--- src/rtl/regfile_operand_stage.sv ---
// Register file plus operand register feeding the ALU a/b inputs.
// R0 reads as zero. One write-back port, two read ports, one-cycle
// registered operands with stall hold.
// Optional build macro REGFILE_BYPASS_EN: same-cycle write data is
// forwarded onto a/b (write-first). Without it reads see the
// pre-write contents (read-before-write).

module regfile_entry #(
  parameter int N = 8
) (
  input  logic         clk,
  input  logic         reset,
  input  logic         wr_en_i,
  input  logic [N-1:0] wr_data_i,
  output logic [N-1:0] q_o
);
  logic [N-1:0] q_q;

  // Storage element: cleared by reset, loaded on its decoded write enable
  always_ff @(posedge clk) begin
    if (reset)        q_q <= '0;
    else if (wr_en_i) q_q <= wr_data_i;
  end

  assign q_o = q_q;
endmodule

module regfile_operand_stage #(
  parameter int N      = 8,
  parameter int R_SIZE = 3
) (
  input  logic              clk,
  input  logic              reset,
  input  logic              rd_en,
  input  logic [R_SIZE-1:0] ra_addr,
  input  logic [R_SIZE-1:0] rb_addr,
  input  logic              stall,
  input  logic              we,
  input  logic [R_SIZE-1:0] w_addr,
  input  logic [N-1:0]      w_data,
  output logic [N-1:0]      a,
  output logic [N-1:0]      b,
  output logic              valid
);
  localparam int NREG = 2 ** R_SIZE;

  logic [NREG-1:0][N-1:0] rf;
  logic [N-1:0]           a_d, a_q, b_d, b_q;
  logic                   valid_q;
  logic                   wb_live;

  // A write to R0 is a no-op, so it never counts as a live write-back
  assign wb_live = we && (w_addr != '0);

  // R0 is a constant; every other register is a storage entry
  generate
    for (genvar i = 0; i < NREG; i++) begin : g_reg
      if (i == 0) begin : g_zero
        assign rf[i] = '0;
      end else begin : g_ent
        regfile_entry #(.N(N)) u_ent (
          .clk       (clk),
          .reset     (reset),
          .wr_en_i   (wb_live && (w_addr == R_SIZE'(i))),
          .wr_data_i (w_data),
          .q_o       (rf[i])
        );
      end
    end
  endgenerate

  // Read ports, optionally forwarding the write-back in flight this cycle
  always_comb begin
    a_d = rf[ra_addr];
    b_d = rf[rb_addr];
`ifdef REGFILE_BYPASS_EN
    if (wb_live && (w_addr == ra_addr)) a_d = w_data;
    if (wb_live && (w_addr == rb_addr)) b_d = w_data;
`endif
  end

  // Operand register: reset wins, stall holds, otherwise capture the read
  always_ff @(posedge clk) begin
    if (reset) begin
      a_q     <= '0;
      b_q     <= '0;
      valid_q <= 1'b0;
    end else if (!stall) begin
      a_q     <= a_d;
      b_q     <= b_d;
      valid_q <= rd_en;
    end
  end

  assign a     = a_q;
  assign b     = b_q;
  assign valid = valid_q;
endmodule

--- config.mk ---
export PLATFORM = sky130hd
export DESIGN_NAME = regfile_operand_stage
export DESIGN_NICKNAME = d
export VERILOG_FILES = /design/src/rtl/regfile_operand_stage.sv
export SDC_FILE = /design/constraint.sdc
export NUM_CORES = 1
export LEC_CHECK = 0
export ABC_AREA = 0
export BUFFER_PORTS_ARGS = -buffer_cell sky130_fd_sc_hd__buf_4
export CORE_UTILIZATION = 31
export CTS_BUF_LIST = sky130_fd_sc_hd__clkbuf_8
export DETAILED_ROUTE_END_ITERATION = 7
export PLACE_DENSITY_LB_ADDON = 0.25
export REMOVE_ABC_BUFFERS = 1
export SETUP_SLACK_MARGIN = 0.4
export SKIP_LAST_GASP = 1
export SLEW_MARGIN = 20
export SYNTH_ARGS = -nofsm -noshare
export SYNTH_HDL_FRONTEND = slang
export SYNTH_SLANG_ARGS = --single-unit
--- constraint.sdc ---
create_clock -name clk -period 1.2 [get_ports clk]
set_input_delay 0.12 -clock clk [delete_from_list [all_inputs] [get_ports clk]]
set_output_delay 0.12 -clock clk [all_outputs]
set_load 0.01 [all_outputs]
After elaboration in Yosys (flattened, before gate mapping)
Cells that the tools add are included.
Widths: inputs -> output; s select.
{ "op_classes": {"eq_ne": 7, "n_reduce_logical": 9, "muxes": 4, "n_lt_le_gt_ge": 2} }
{ "ops": {"columns": ["operator", "n"], "rows": [
  ["$bmux 8 s3", 2],
  ["$mux 8", 2],
  ["$eq 3x3->1 const B", 4],
  ["$logic_and 1x1->1", 8],
  ["$lt 3x4->1 const B", 2],
  ["$eq 3x2->1 const B", 2],
  ["$eq 3x1->1 const B", 1],
  ["$reduce_bool 3->1", 1]
]} }
{ "word_totals": {"out_inout_bits": 17, "word_cells": 32, "ff_bits": 73, "input_bits": 22} }

Longest topological paths before layout
Gate-level depths: netlist of the first run.
{ "logic_depth": {"depth_word": 3, "depth_mapped": 6} }

Hierarchy
From an unflattened synthesis of the first run, not the netlist that was laid out.
{ "hier_totals": {"hier_cells": 370, "area_unflattened_um2": 3617.2} }
{ "by_module_without_submodules": {"columns": ["mod", "cells_per_inst", "instances", "area_each_um2", "seq_area_each_um2"], "rows": [
  ["regfile_entry", 26, 7, 285.3, 160.2],
  ["regfile_operand_stage", 188, 1, 1620.3, 340.3]
]} }

Worst setup path after synthesis of the first run
No wires, ideal clock.
{ "synth_path": {"kind": "input to register", "startpoint": "input port ra_addr[1]", "endpoint": "register a_q[4] (netlist: a[4])", "setup_time_ns": 0.120, "path_stages": 6, "n_path_buf": 2, "required_time_ns": 1.080, "arrival_ns": 1.088, "path_slack_ns": -0.008, "cell_sequence": "buf_6 buf_12 mux2_4 a22oi_1 nor2_1 o31a_1"} }
{ "synth_between": {"elab_chain_len": 2} }
{ "synth_lines": {"columns": ["item", "line", "source"], "rows": [
  ["start, declared", "35", "input logic [R_SIZE-1:0] ra_addr,"],
  ["$bmux 8 s3", "74", "a_d = rf[ra_addr];"],
  ["$mux 8 (implied by the code)", "74", null],
  ["end signal, assigned", "85", "a_q <= '0;"],
  ["end signal, assigned", "89", "a_q <= a_d;"],
  ["end, declared", "48", "logic [N-1:0] a_d, a_q, b_d, b_q;"]
]} }
No other way between the ends. The select of a mux whose other input is x is not followed.
A chain may end at the register's enable or synchronous reset.

Worst setup path after layout of the first run
{ "layout_path": {"startpoint": "register g_reg[1].g_ent.u_ent.q_q[2]", "endpoint": "register a_q[2] (netlist: a[2])"} }
{ "layout_between": {"elab_chain_len": 2} }
{ "layout_lines": {"columns": ["item", "line", "source"], "rows": [
  ["start, declared", "17", "logic [N-1:0] q_q;"],
  ["start signal, assigned", "22", "else if (wr_en_i) q_q <= wr_data_i;"],
  ["$bmux 8 s3", "74", null],
  ["$mux 8 (implied by the code)", "74", null]
]} }
No other way between the ends. The select of a mux whose other input is x is not followed.

==> flow_results.xml, run 1 <==
<?xml version="1.0" encoding="UTF-8"?>
<metrics>
  <group name="yosys">
    <metric name="async_reset_ff_frac" unit="">0</metric>
    <metric name="synth_adder_area_share" unit="">0</metric>
    <metric name="synth_compound_gate_area_share" unit="">0.202</metric>
    <metric name="netlist_top_cells_area" unit="">dfxtp_1, nand2_1, a21oi_1</metric>
    <metric name="synth_top_family_by_area" unit="">compound AO/OA/AOI/OAI gates</metric>
    <metric name="yosys_warns" unit="">0</metric>
    <metric name="synth-seq-area-share" unit="">0.410</metric>
    <metric name="synth-seq-cells" unit="">73</metric>
    <metric name="predominant_post_synthesis_flop_cell" unit="">dfxtp_1</metric>
    <metric name="synthXorXnorAreaFrac" unit="">0</metric>
    <metric name="syn_area_per_cell" unit="sq um">8.07</metric>
    <metric name="synth_simple_gate_area_frac" unit="">0.176</metric>
    <metric name="synth.mux.area_fraction" unit="">0.149</metric>
    <metric name="synth.cell_area" unit="sq um">3570</metric>
    <metric name="number_of_instances_in_the_synthesized_netlist" unit="">442</metric>
    <metric name="synth.distinct_cells" unit="">23</metric>
    <metric name="synth_top_cell_area_share" unit="">0.410</metric>
    <metric name="cell_taking_the_most_area_after_synthesis" unit="">dfxtp_1</metric>
    <metric name="number_of_enable_flip_flop_cells_after_synthesis" unit="">0</metric>
  </group>
  <group name="floorplan">
    <metric name="die-area" unit="sq um">11900</metric>
    <metric name="die-width" unit="microns">109</metric>
    <metric name="pin_count" unit="">39</metric>
    <metric name="fp.dieH" unit="microns">109</metric>
    <metric name="start_util" unit="">0.323</metric>
    <metric name="core_region_area" unit="sq um">11000</metric>
    <metric name="row_count" unit="">38</metric>
  </group>
  <group name="timing">
    <metric name="fin_ws" unit="ns">0.0201</metric>
    <metric name="worst_hold_slack" unit="ns">0.0461</metric>
    <metric name="max-slew-margin-rel" unit="">0.637</metric>
    <metric name="finalCriticalPeriod" unit="ns">1.18</metric>
    <metric name="layout_worst_path_cycle_share" unit="">0.983</metric>
    <metric name="fmax" unit="MHz">848</metric>
    <metric name="final_report_hold_violation_count" unit="">0</metric>
    <metric name="drv_slew" unit="">0</metric>
    <metric name="clock_skew" unit="ns">0.00840</metric>
    <metric name="rsz0062_at_grt" unit="">true</metric>
    <metric name="worstMarginPinSlew" unit="ns">0.542</metric>
    <metric name="setup_viol" unit="">0</metric>
  </group>
  <group name="clocking">
    <metric name="cts-buffers-inserted" unit="">9</metric>
    <metric name="cts_max_level" unit="">3</metric>
    <metric name="max-clock-path-buffers" unit="">2</metric>
    <metric name="clk_root_buffer_cell" unit="">clkbuf_8</metric>
    <metric name="worst_skew_pair.late_latency" unit="ns">0.36</metric>
    <metric name="path_clk_slew" unit="ns">0.09</metric>
    <metric name="tritoncts_clock_tree" unit="">built</metric>
    <metric name="numClockSinks" unit="">73</metric>
  </group>
  <group name="power">
    <metric name="power.ir.vdd_worst" unit="V">0.000494</metric>
    <metric name="power_density" unit="nW/um^2">1180</metric>
    <metric name="internal_power" unit="uW">4050</metric>
    <metric name="clockPowerShare" unit="">0.406</metric>
    <metric name="netSwitchingFraction" unit="">0.261</metric>
    <metric name="p_switching" unit="uW">1430</metric>
    <metric name="static_leak" unit="uW">0.00174</metric>
    <metric name="share_seq_of_total_power" unit="">0.466</metric>
    <metric name="power.combinational.fraction" unit="">0.128</metric>
  </group>
  <group name="cells_and_area">
    <metric name="final_layout_size_suffix_gt1_frac" unit="">0.325</metric>
    <metric name="syn2layout_area_growth" unit="%">30.5</metric>
    <metric name="antenna_cells_inserted" unit="">0</metric>
    <metric name="fin_nets" unit="">524</metric>
  </group>
  <group name="critical_path">
    <metric name="cp_cell_sequence" unit="">mux2_4, a22oi_2, nor2_2, o31a_1</metric>
    <metric name="crit_path_end_kind" unit="">flop</metric>
    <metric name="setup.worst_path.class" unit="">flop to flop</metric>
    <metric name="worst_setup_path_start_kind" unit="">flop</metric>
    <metric name="path_max_fanout" unit="">3</metric>
    <metric name="crit_arrival" unit="ns">1.43</metric>
    <metric name="crit_required" unit="ns">1.45</metric>
    <metric name="timing.critical_path.slowest_stage_cell" unit="">dfxtp_2</metric>
    <metric name="ff2ff_setup_slack" unit="ns">0.02</metric>
    <metric name="timing.critical_path.slowest_cell_delay" unit="ns">0.33</metric>
  </group>
  <group name="routing">
    <metric name="final_antenna_net_count" unit="">0</metric>
    <metric name="detailroute.via_count" unit="">3327</metric>
    <metric name="route.detailed.drc" unit="">0</metric>
    <metric name="totalWireLength" unit="microns">11100</metric>
    <metric name="avgViaCountPerCell" unit="">5.14</metric>
    <metric name="drt_iter0_markers" unit="">156</metric>
    <metric name="avgRoutedWirePerCell" unit="microns">17.2</metric>
    <metric name="drtPass1Iterations" unit="">4</metric>
  </group>
  <group name="status">
    <metric name="outcome" unit="">complete, no violations</metric>
  </group>
  <group name="grt">
    <metric name="antenna_found_initial" unit="">0</metric>
    <metric name="grt_util_all_layers" unit="">0.202</metric>
    <metric name="grt_pass1_vias" unit="">3382</metric>
    <metric name="grt_pass1_wl" unit="microns">17800</metric>
    <metric name="grt_max_degree" unit="">37</metric>
    <metric name="grt-ovfl-total" unit="">0</metric>
  </group>
  <group name="flow_run">
    <metric name="max-cap-violations" unit="">0</metric>
  </group>
  <group name="placement">
    <metric name="dp_hpwl" unit="microns">7930</metric>
    <metric name="globalplace.congestion" unit="">0.815</metric>
    <metric name="post-place-ws" unit="ns">-0.186</metric>
    <metric name="io_buffer_count" unit="">38</metric>
  </group>
  <group name="worst_hold_path">
    <metric name="worst_hold_path_type" unit="">primary input to flop</metric>
  </group>
</metrics>
-- cells in the final DEF, fill, tap and decap left out, types with 2 or more instances in the layout --
cell type,synthesis,layout
nand2_1,118,116
a21oi_1,72,72
buf_4,2,56
dfxtp_1,73,41
mux2i_1,33,33
dfxtp_2,0,31
nor2_1,23,18
buf_6,2,17
mux2_4,6,16
o22ai_1,16,16
inv_1,16,16
o31a_1,16,16
a22oi_2,0,15
clkbuf_8,0,10
nand2b_1,5,5
nor2_2,0,5
nor2b_1,5,3
nand3_1,3,3
nand2_2,0,2
nor2b_2,0,2
bufinv_16,0,2
buf_12,2,2
-- state kept, by name, indices dropped and copies added (netlist names) --
register,count
b,8
valid,1
a,8
g.g_ent.u_ent.q_o,56
-- cells by family after synthesis --
logic type,after synthesis
simple gates,157
buf+inv,43
compound gates,120
mux,49
flops,73
-- Yosys cell counts, types with 3 or more instances --
cell type,number
mux2_2,10
buf_2,3
dfxtp_1,73
a22oi_1,16
inv_1,16
o22ai_1,16
a21oi_1,72
nor2b_1,5
o31a_1,16
nor2_1,23
nand2_1,118
mux2i_1,33
mux2_4,6
nand3_1,3
nand2b_1,5
clkbuf_1,17
-- cell type report --
| class | count | area, sq um |
|---|---|---|
| clock buffer | 10 | 138 |
| clock inverter | 6 | 90.1 |
| fill | 1130 | 6380 |
| inverter | 16 | 60.1 |
| multi-input combinational | 326 | 2020 |
| sequential | 73 | 1500 |
| tap | 140 | 175 |
| timing repair buffer | 76 | 662 |
-- critical path, delay by kind of cell, from the launching register on --
kind	cells	cell delay, ns
AOI/OAI and AO/OA	2	0.39
DFF	1	0.33
muxes	1	0.29
and+or+nand+nor	1	0.07
-- worst paths after layout --
check | from | end | depth (start not counted)
setup / recovery | g_reg[1].g_ent.u_ent.q_o[2]$_SDFFE_PP0P_ | a[2]$_SDFFE_PP0N_ | 4
hold / removal | w_data[0] | g_reg[1].g_ent.u_ent.q_o[0]$_SDFFE_PP0P_ | 3
setup reg to reg | g_reg[1].g_ent.u_ent.q_o[2]$_SDFFE_PP0P_ | a[2]$_SDFFE_PP0N_ | 4
hold reg to reg | g_reg[1].g_ent.u_ent.q_o[4]$_SDFFE_PP0P_ | g_reg[1].g_ent.u_ent.q_o[4]$_SDFFE_PP0P_ | 2
-- through the flow --
| stage | utilization | power, uW | instances | TNS (ns) | instance area [sq um] |
|---|---|---|---|---|---|
| after floorplan | - | 2820 | 415 | 0 | 3400 |
| after global placement | 0.376 | 3230 | 628 | -1.79 | 4150 |
| after detailed placement | 0.376 | 3240 | 628 | -2.03 | 4150 |
| after CTS | 0.416 | 5500 | 646 | 0 | 4590 |
| after global routing | 0.422 | 5710 | 647 | 0 | 4650 |
| final | 0.422 | 5490 | 647 | 0 | 4650 |
-- layer usage --
| metal | track usage | wire length (microns) |
|---|---|---|
| met1 | 0.248 | 4800 |
| met2 | 0.336 | 5340 |
| met4 | 0.103 | 391 |
| met5 | 0 | 0 |
| met3 | 0.0383 | 571 |
-- repair_timing --
item / CTS / global route
hold buffers: 1 / 0
endpoints found under the setup margin: 33 / 41
gates cloned: 0 / 0
endpoints found under the hold margin: 1 / 0
buffers inserted: 1 / 1
resized for setup: 68 / 17
pin swaps: 36 / 23
-- power groups by stage --
stage,Sequential (uW),Clock (uW),Combinational [uW]
floorplan,2600,0,224
global placement,2600,0,632
detailed placement,2600,0,640
CTS,2560,2260,684
global route,2570,2380,760
finish,2560,2230,703
No activity file was read; power rests on OpenSTA's default activity.
==> run 2: changes to the inputs <==
- CORE_MARGIN: not set -> 4
- TNS_END_PERCENT: not set -> 50
==> flow_results.xml, run 2 (same netlist as run 1, synthesis figures left out) <==
<?xml version="1.0" encoding="UTF-8"?>
<metrics>
  <group name="cells_and_area">
    <metric name="sequential_cell_area" unit="sq um">1490</metric>
    <metric name="area_occupied_by_multi_input_gates" unit="sq um">2000</metric>
    <metric name="antenna_cells_inserted" unit="">0</metric>
    <metric name="layoutNonFillerInstCount" unit="">639</metric>
    <metric name="fin_nets" unit="">516</metric>
    <metric name="final_common_cell" unit="">nand2_1</metric>
    <metric name="final_layout_size_suffix_gt1_frac" unit="">0.277</metric>
    <metric name="most-common-layout-cells" unit="">nand2_1, a21oi_1, buf_4</metric>
    <metric name="fin_area" unit="sq um">4570</metric>
    <metric name="finish.utilization" unit="">0.414</metric>
    <metric name="fillers" unit="">1160</metric>
    <metric name="syn2layout_area_growth" unit="%">28.2</metric>
    <metric name="flip_flop_count_of_the_largest_register_all_copies_and_words_added" unit="">56</metric>
  </group>
  <group name="clocking">
    <metric name="clk_root_buffer_cell" unit="">clkbuf_8</metric>
    <metric name="max-clock-path-buffers" unit="">2</metric>
    <metric name="cts_max_level" unit="">3</metric>
    <metric name="worst_skew_pair.late_latency" unit="ns">0.34</metric>
    <metric name="cts-buffers-inserted" unit="">9</metric>
    <metric name="numClockSinks" unit="">73</metric>
    <metric name="tritoncts_clock_tree" unit="">built</metric>
    <metric name="path_clk_slew" unit="ns">0.08</metric>
  </group>
  <group name="critical_path">
    <metric name="worst_setup_path_start_kind" unit="">flop</metric>
    <metric name="setup.worst_path.class" unit="">flop to flop</metric>
    <metric name="crit_arrival" unit="ns">1.38</metric>
    <metric name="timing.critical_path.slowest_cell_delay" unit="ns">0.33</metric>
    <metric name="crit_path_end_kind" unit="">flop</metric>
    <metric name="path_max_fanout" unit="">3</metric>
    <metric name="cp_cell_sequence" unit="">mux2_4, a22oi_2, nor2_1, o31a_1</metric>
    <metric name="timing.critical_path.slowest_stage_cell" unit="">dfxtp_2</metric>
    <metric name="crit_required" unit="ns">1.43</metric>
  </group>
  <group name="grt">
    <metric name="grt_pass1_wl" unit="microns">17100</metric>
    <metric name="grt_max_degree" unit="">47</metric>
    <metric name="grtUsageMet1" unit="">0.216</metric>
    <metric name="grt_busiest_layer" unit="">met2</metric>
    <metric name="antenna_found_initial" unit="">0</metric>
    <metric name="use_met3" unit="">0.0284</metric>
    <metric name="grt_pass1_vias" unit="">3115</metric>
    <metric name="groute.layer.met2.usage" unit="">0.291</metric>
    <metric name="grt_util_all_layers" unit="">0.168</metric>
    <metric name="grt-ovfl-total" unit="">0</metric>
  </group>
  <group name="power">
    <metric name="power.ir.vdd_worst" unit="V">0.000644</metric>
    <metric name="power.combinational.fraction" unit="">0.120</metric>
    <metric name="netSwitchingFraction" unit="">0.247</metric>
    <metric name="internal_power" unit="uW">4240</metric>
    <metric name="p_switching" unit="uW">1390</metric>
    <metric name="power_density" unit="nW/um^2">1230</metric>
    <metric name="clockPowerShare" unit="">0.427</metric>
    <metric name="share_seq_of_total_power" unit="">0.453</metric>
    <metric name="static_leak" unit="uW">0.00171</metric>
  </group>
  <group name="placement">
    <metric name="placed_cells_incl_taps" unit="">621</metric>
    <metric name="globalplace.congestion" unit="">0.828</metric>
    <metric name="io_buffer_count" unit="">38</metric>
    <metric name="dp_hpwl" unit="microns">7960</metric>
    <metric name="instance_area_after_placement" unit="sq um">4140</metric>
  </group>
  <group name="timing">
    <metric name="max-slew-margin-rel" unit="">0.645</metric>
    <metric name="worst_hold_slack" unit="ns">0.0659</metric>
    <metric name="drv_slew" unit="">0</metric>
    <metric name="finalSetupTns" unit="ns">0</metric>
    <metric name="fmax" unit="MHz">866</metric>
    <metric name="setup_viol" unit="">0</metric>
    <metric name="final_report_hold_violation_count" unit="">0</metric>
    <metric name="layout_worst_path_cycle_share" unit="">0.963</metric>
    <metric name="rsz0062_at_grt" unit="">true</metric>
    <metric name="finalCriticalPeriod" unit="ns">1.16</metric>
    <metric name="worstMarginPinSlew" unit="ns">0.530</metric>
    <metric name="clock_skew" unit="ns">0.0113</metric>
  </group>
  <group name="floorplan">
    <metric name="fp.dieH" unit="microns">115</metric>
    <metric name="pin_count" unit="">39</metric>
    <metric name="row_count" unit="">38</metric>
    <metric name="die-area" unit="sq um">13300</metric>
    <metric name="core_region_area" unit="sq um">11000</metric>
    <metric name="start_util" unit="">0.323</metric>
    <metric name="die-width" unit="microns">115</metric>
  </group>
  <group name="routing">
    <metric name="totalWireLength" unit="microns">10900</metric>
    <metric name="final_antenna_net_count" unit="">0</metric>
    <metric name="avgViaCountPerCell" unit="">5.10</metric>
    <metric name="avgRoutedWirePerCell" unit="microns">17.1</metric>
    <metric name="drtPass1Iterations" unit="">4</metric>
    <metric name="route.detailed.drc" unit="">0</metric>
    <metric name="detailroute.via_count" unit="">3258</metric>
    <metric name="drt_iter0_markers" unit="">162</metric>
  </group>
  <group name="flow_run">
    <metric name="max-cap-violations" unit="">0</metric>
  </group>
  <group name="worst_hold_path">
    <metric name="worst_hold_path_type" unit="">primary input to flop</metric>
  </group>
  <group name="status">
    <metric name="outcome" unit="">complete, no violations</metric>
  </group>
</metrics>
run 2: cell count changes in the layout (fill, tap and decap cells not counted), moves of 2 or more:
cell     previous run  this run
buf_12              2         5
nor2_2              5         1
dfxtp_2            31        19
nor2_1             18        22
dfxtp_1            41        54
nand2_2             2         0
nand2_1           116       118
buf_6              17         5
run 2: worst max-delay path: cells and delay by family (launching register included):
family	cells	cell delay, ns
AOI/OAI and AO/OA	2	0.38
DFF	1	0.33
muxes	1	0.28
and+or+nand+nor	1	0.06
run 2: layer usage:
| layer | vias up | wire, microns | part of all wire |
|---|---|---|---|
| met2 | 60 | 5460 | 0.50 |
| met4 | 0 | 131 | 0.012 |
| met1 | 1567 | 4950 | 0.45 |
| met5 | - | 0 | 0 |
| met3 | 9 | 368 | 0.034 |
| li1 | 1622 | - | - |
run 2: power groups by stage:
stage          Combinational [uW]  Clock, uW  Sequential [uW]
6_report                      677       2400             2550
3_5_place_dp                  641          0             2600
3_3_place_gp                  634          0             2600
2_1_floorplan                 224          0             2600
4_1_cts                       664       2450             2550
5_1_grt                       733       2550             2560
run 2: through the flow:
step	total power [uW]	setup WS, ns
after floorplan	2820	0.0958
after global placement	3230	-0.170
after detailed placement	3240	-0.188
after CTS	5660	0.0255
after global routing	5840	0.00560
final	5630	0.0447
run 2: layout make-up:
cell class,instances,share of cell area
Tap cell,140,0.0383
Clock buffer,10,0.0301
Multi-Input combinational cell,326,0.438
Sequential cell,73,0.325
Inverter,16,0.0131
Clock inverter,6,0.0252
Timing Repair Buffer,68,0.130
run 2: path summary, 6_finish.rpt:
path	startpoint	to	slack (ns)	depth (start not counted)
worst max-delay path	g_reg[1].g_ent.u_ent.q_o[7]$_SDFFE_PP0P_	a[7]$_SDFFE_PP0N_	0.04	4
worst min-delay path	w_data[2]	g_reg[3].g_ent.u_ent.q_o[2]$_SDFFE_PP0P_	0.07	3
worst max register to register	g_reg[1].g_ent.u_ent.q_o[7]$_SDFFE_PP0P_	a[7]$_SDFFE_PP0N_	0.04	4
worst min register to register	g_reg[1].g_ent.u_ent.q_o[6]$_SDFFE_PP0P_	g_reg[1].g_ent.u_ent.q_o[6]$_SDFFE_PP0P_	0.47	2
run 2: timing repair:
action	in CTS	in global routing
hold buffers	1	0
buffers inserted	0	1
endpoints found under the setup margin	33	45
endpoints found under the hold margin	1	0
resized for setup	32	20
pin swaps	38	32
cloned	0	0
